`config.mk`:
```
export PLATFORM = sky130hd
export DESIGN_NAME = instr_encoder_writer
export DESIGN_NICKNAME = d
export VERILOG_FILES = /design/src/rtl/instr_encoder_writer.sv
export SDC_FILE = /design/constraint.sdc
export NUM_CORES = 1
export LEC_CHECK = 0
export CORE_UTILIZATION = 39
export DETAILED_ROUTE_END_ITERATION = 6
export DONT_BUFFER_PORTS = 1
export SLEW_MARGIN = 20
export SYNTH_ARGS = -nofsm -noshare
export SYNTH_HDL_FRONTEND = slang
export SYNTH_SLANG_ARGS = --single-unit
```
`constraint.sdc`:
```
create_clock -name clk -period 2.3 [get_ports clk]
set_clock_uncertainty 0.1 [all_clocks]
set_input_delay 0.46 -clock clk [delete_from_list [all_inputs] [get_ports clk]]
set_output_delay 0.46 -clock clk [all_outputs]
set_load 0.01 [all_outputs]
```
`src/rtl/instr_encoder_writer.sv`:
```
// instr_encoder_writer: encodes instruction fields into 32-bit words and
// writes them through a 4-entry FIFO to consecutive instruction-memory words.
module instr_encoder_writer (
  input  logic        clk,
  input  logic        rst,
  input  logic        start,
  input  logic [31:0] base_addr,
  input  logic        in_valid,
  output logic        in_ready,
  input  logic        in_last,
  input  logic [3:0]  in_cond,
  input  logic [1:0]  in_mode,
  input  logic [3:0]  in_opcode,
  input  logic        in_s,
  input  logic        in_i,
  input  logic [3:0]  in_rn,
  input  logic [3:0]  in_rd,
  input  logic [23:0] in_imm,
  output logic        mem_w_en,
  output logic [31:0] mem_addr,
  output logic [31:0] mem_wdata,
  input  logic        mem_ready,
  output logic        busy,
  output logic        done,
  output logic [7:0]  err_cnt
);

  localparam int DEPTH = 4;

  typedef enum logic [1:0] {IDLE, RUN, DRAIN, DONE} state_t;

  state_t state, state_nxt;

  logic [DEPTH-1:0][31:0] fifo_mem;
  logic [1:0]             wr_ptr, rd_ptr;
  logic [2:0]             count;

  logic        xfer, illegal, push, pop, start_acc;
  logic [31:0] enc_word;

  assign xfer      = in_valid && in_ready;
  assign illegal   = (in_mode == 2'b11);
  // Illegal transfers complete the handshake but never reach the FIFO.
  assign push      = xfer && !illegal;
  assign pop       = mem_w_en && mem_ready;
  assign start_acc = (state == IDLE) && start;

  assign mem_w_en  = (count != 3'd0);
  assign mem_wdata = fifo_mem[rd_ptr];

  // Combinational encode of the fields presented at the transfer.
  always_comb begin
    enc_word = 32'h0;
    case (in_mode)
      2'b00:   enc_word = {in_cond, 2'b00, in_i, in_opcode, in_s, in_rn, in_rd, in_imm[11:0]};
      2'b01:   enc_word = {in_cond, 2'b01, 1'b0, 4'b1100, in_s, in_rn, in_rd, in_imm[11:0]};
      2'b10:   enc_word = {in_cond, 3'b101, 1'b0, in_imm};
      default: enc_word = 32'h0;
    endcase
  end

  // Session state register.
  always_ff @(posedge clk or posedge rst) begin
    if (rst) state <= IDLE;
    else     state <= state_nxt;
  end

  // Next-state and handshake/status outputs.
  always_comb begin
    state_nxt = state;
    in_ready  = 1'b0;
    done      = 1'b0;
    busy      = (state != IDLE);
    case (state)
      IDLE: begin
        if (start) state_nxt = RUN;
      end
      RUN: begin
        // A full FIFO blocks input even if the head is leaving this cycle.
        in_ready = (count < 3'(DEPTH));
        if (xfer && in_last) state_nxt = DRAIN;
      end
      DRAIN: begin
        if (count == 3'd0) state_nxt = DONE;
      end
      DONE: begin
        done      = 1'b1;
        state_nxt = IDLE;
      end
      default: state_nxt = IDLE;
    endcase
  end

  // Write address and per-session illegal-instruction counter.
  always_ff @(posedge clk or posedge rst) begin
    if (rst) begin
      mem_addr <= 32'h0;
      err_cnt  <= 8'h0;
    end else begin
      if (start_acc)  mem_addr <= base_addr;
      else if (pop)   mem_addr <= mem_addr + 32'd4;
      if (start_acc)                          err_cnt <= 8'h0;
      else if (xfer && illegal && err_cnt != 8'hFF) err_cnt <= err_cnt + 8'd1;
    end
  end

  // FIFO pointers and occupancy; reset discards anything queued.
  always_ff @(posedge clk or posedge rst) begin
    if (rst) begin
      wr_ptr <= 2'd0;
      rd_ptr <= 2'd0;
      count  <= 3'd0;
    end else begin
      if (push) wr_ptr <= wr_ptr + 2'd1;
      if (pop)  rd_ptr <= rd_ptr + 2'd1;
      case ({push, pop})
        2'b10:   count <= count + 3'd1;
        2'b01:   count <= count - 3'd1;
        default: count <= count;
      endcase
    end
  end

  // FIFO storage; contents are meaningless while count is zero.
  always_ff @(posedge clk) begin
    if (push) fifo_mem[wr_ptr] <= enc_word;
  end

endmodule

```
==> metrics.txt <==
GRT overflow 0; worst slack at placement 0.103 ns; PwrDens 1160 mW/mm^2; Avg Synthesized Cell Area 14.5 um^2; Initial Utilization 0.403; Worst-Margin Slew 0.637 ns; total power 10.3 mW; top_reg_cell synth edfxtp_1; R2R cell count 5; TritonCTS clock tree done; worst path cell trace clkbuf_16 > mux4_2; slowest stage delay, CP 0.57 ns; worst-path fanout max 11; VDD IR max 0.000549 V; slowest CP cell mux4_2; CP Data Required Time 1.74 ns; fin worst setup slack 0.0441 ns; Total GRT Usage 0.164; Die Ht 142 um; max cap viols 0; EDFF count, synth 128; Max Fclk 443 MHz; Post-Syn Area 0.00767 mm^2; routability cong. 0.843; period utilisation layout 0.981; clk sinks 177; die footprint 0.0202 mm^2; final WL 15.9 mm; syn nets 625; Setup crit start kind register; site row count 50; Crit. End Element output pin; hpwl dp 10.6 mm; largest net degree at the start of global routing 47; endpoints failing setup 0; Ys Warns 0; number of DRC markers in iteration 0 212; Area growth syn-to-layout 16.2%; Final #Nets 650; DR WL/cell 19.2 um; port bufs 0; H-tree depth 4; layout cells sized above 1 0.192; RSZ-0062 raised after global routing yes; utilization after layout 0.469; ys async rst share 0.277; Clock Path Buffers 2; # DRC 0; Vias 4296; final critical-path required period 2.26 ns; vias in the first global route 4517; Clk pin slew, worst setup/hold paths 0.07 ns; Core ar. 0.0190 mm^2; # fillers 1709; via density per instance 5.19; Hold Path Class in2reg; Clock Root Buffer clkbuf_16; DR pass1 iterations 4; outcome finished, final reports clean; Antenna Cells 0; Clk Latency, worst-skew pair 0.42 ns; total CTS buffers 17; DIE WIDTH 142 um; P_leak 3.14 nW; final hold viol count 0; Worst Setup Path Type reg2out; Slew HR 0.574; register area share after synthesis 0.661; Slew Limit Fails 0; Yosys reg bits 177; hold depth 2; I/O Pins 158; initial antenna violation count 1; Worst Path Arrival 1.70 ns; Cells after Synth 530; synth unique cells 39; first-pass GRT wire length 24.7 mm; remaining antenna violation count after routing 0
-- worst paths after layout --
kind	from	endpoint	slack, ns
worst max-delay path	rd_ptr[0]	mem_wdata[15]	0.04
worst max register to register	count[2]	mem_addr[27]	0.16
min in group asynchronous	rst	err_cnt[4]	0.42
max in group asynchronous	rst	mem_addr[1]	1.15
worst min-delay path	base_addr[0]	mem_addr[0]	0.05
worst min register to register	rd_ptr[1]	rd_ptr[1]	0.45
-- layout by cell type, fill, tap and decap left out, types with 7 or more instances in the layout --
cell type  count
xnor2_1       29
edfxtp_1     128
nor3_1        10
buf_12         9
nand2_1       65
nand3_1       10
ha_1          10
buf_4         17
xor2_1        10
nand4_1        7
mux4_2        32
and2_1        17
inv_1         22
nor2_1        25
dfrtp_1       48
o21ai_0       36
clkbuf_16     18
-- sequential cells by signal (all words and copies together) (netlist names) --
name      flops
fifo_mem    128
wr_ptr        2
mem_addr     32
count         3
err_cnt       8
state         2
rd_ptr        2
-- worst max-delay path: cells and delay by family, from the launching register on --
kind	cells	cell delay [ns]
DFF	1	0.48
buffers and inverters	1	0.23
muxes	1	0.57
-- synthesized netlist by cell type, types with 4 or more instances --
cell type  count  area [um^2]
xor2_1        10         87.6
edfxtp_1     128         3840
nor2_1        26         97.6
clkbuf_1      19         71.3
mux2i_1        4         40.0
nand3_1       10         50.1
and3_1         5         31.3
xnor2_1       29          254
mux4_2        32          721
nand4_1        7         43.8
nor4_1         6         37.5
dfrtp_1       49         1230
ha_1          12          150
nand2_1       65          244
nor3_1        10         50.1
and2_1        21          131
o21ai_0       36          180
a21oi_1        4         20.0
inv_1         24         90.1
-- power by group --
| part | internal, mW | switching [mW] |
|---|---|---|
| Clock | 1.66 | 1.31 |
| Sequential | 3.91 | 0.609 |
| Combinational | 1.31 | 1.51 |
| Total | 6.87 | 3.44 |
-- layer usage --
layer,share of wire,GRT usage
met1,0.41,0.198
met2,0.49,0.270
met3,0.089,0.0592
met4,0.012,0.0560
met5,0,0
-- stage by stage --
stage	hold slack (ns)	cells	instance area [um^2]	setup TNS [ns]
finish	0.0517	828	8910	0
global route	0.0433	828	8910	-0.0390
CTS	0.0324	826	8860	-0.0254
detailed placement	0.304	793	8220	0
global placement	0.291	793	8220	0
floorplan	0.414	530	7670	0
-- layout make-up --
cell class | count | area, um^2 | area share
Inverter | 24 | 90.1 | 0.0101
Sequential cell | 177 | 5070 | 0.569
Clock inverter | 15 | 196 | 0.0220
Tap cell | 260 | 325 | 0.0365
Multi-Input combinational cell | 306 | 2450 | 0.275
Timing Repair Buffer | 29 | 358 | 0.0401
Clock buffer | 17 | 425 | 0.0477
-- logic make-up (layout without fill, tap and decap cells) --
kind of cell               after synthesis  count (layout)  share of synthesized area
muxes                                   36              36                     0.0992
and+or+nand+nor                        165             165                      0.110
AOI/OAI and AO/OA                       53              53                     0.0388
adders and majority gates               13              13                     0.0222
DFF                                    177             177                      0.661
buffers and inverters                   47              85                     0.0243
xor gates and xnor gates                39              39                     0.0445
-- timing repair --
| action | in CTS | in global routing |
|---|---|---|
| gates resized for setup | 1 | 7 |
| endpoints found under the hold margin | 20 | 0 |
| pin swaps | 0 | 2 |
| hold buffers | 1 | 0 |
| cloned | 0 | 1 |
| endpoints found under the setup margin | 8 | 25 |
| buffers inserted | 0 | 1 |
No activity file was read; power rests on OpenSTA's default activity.
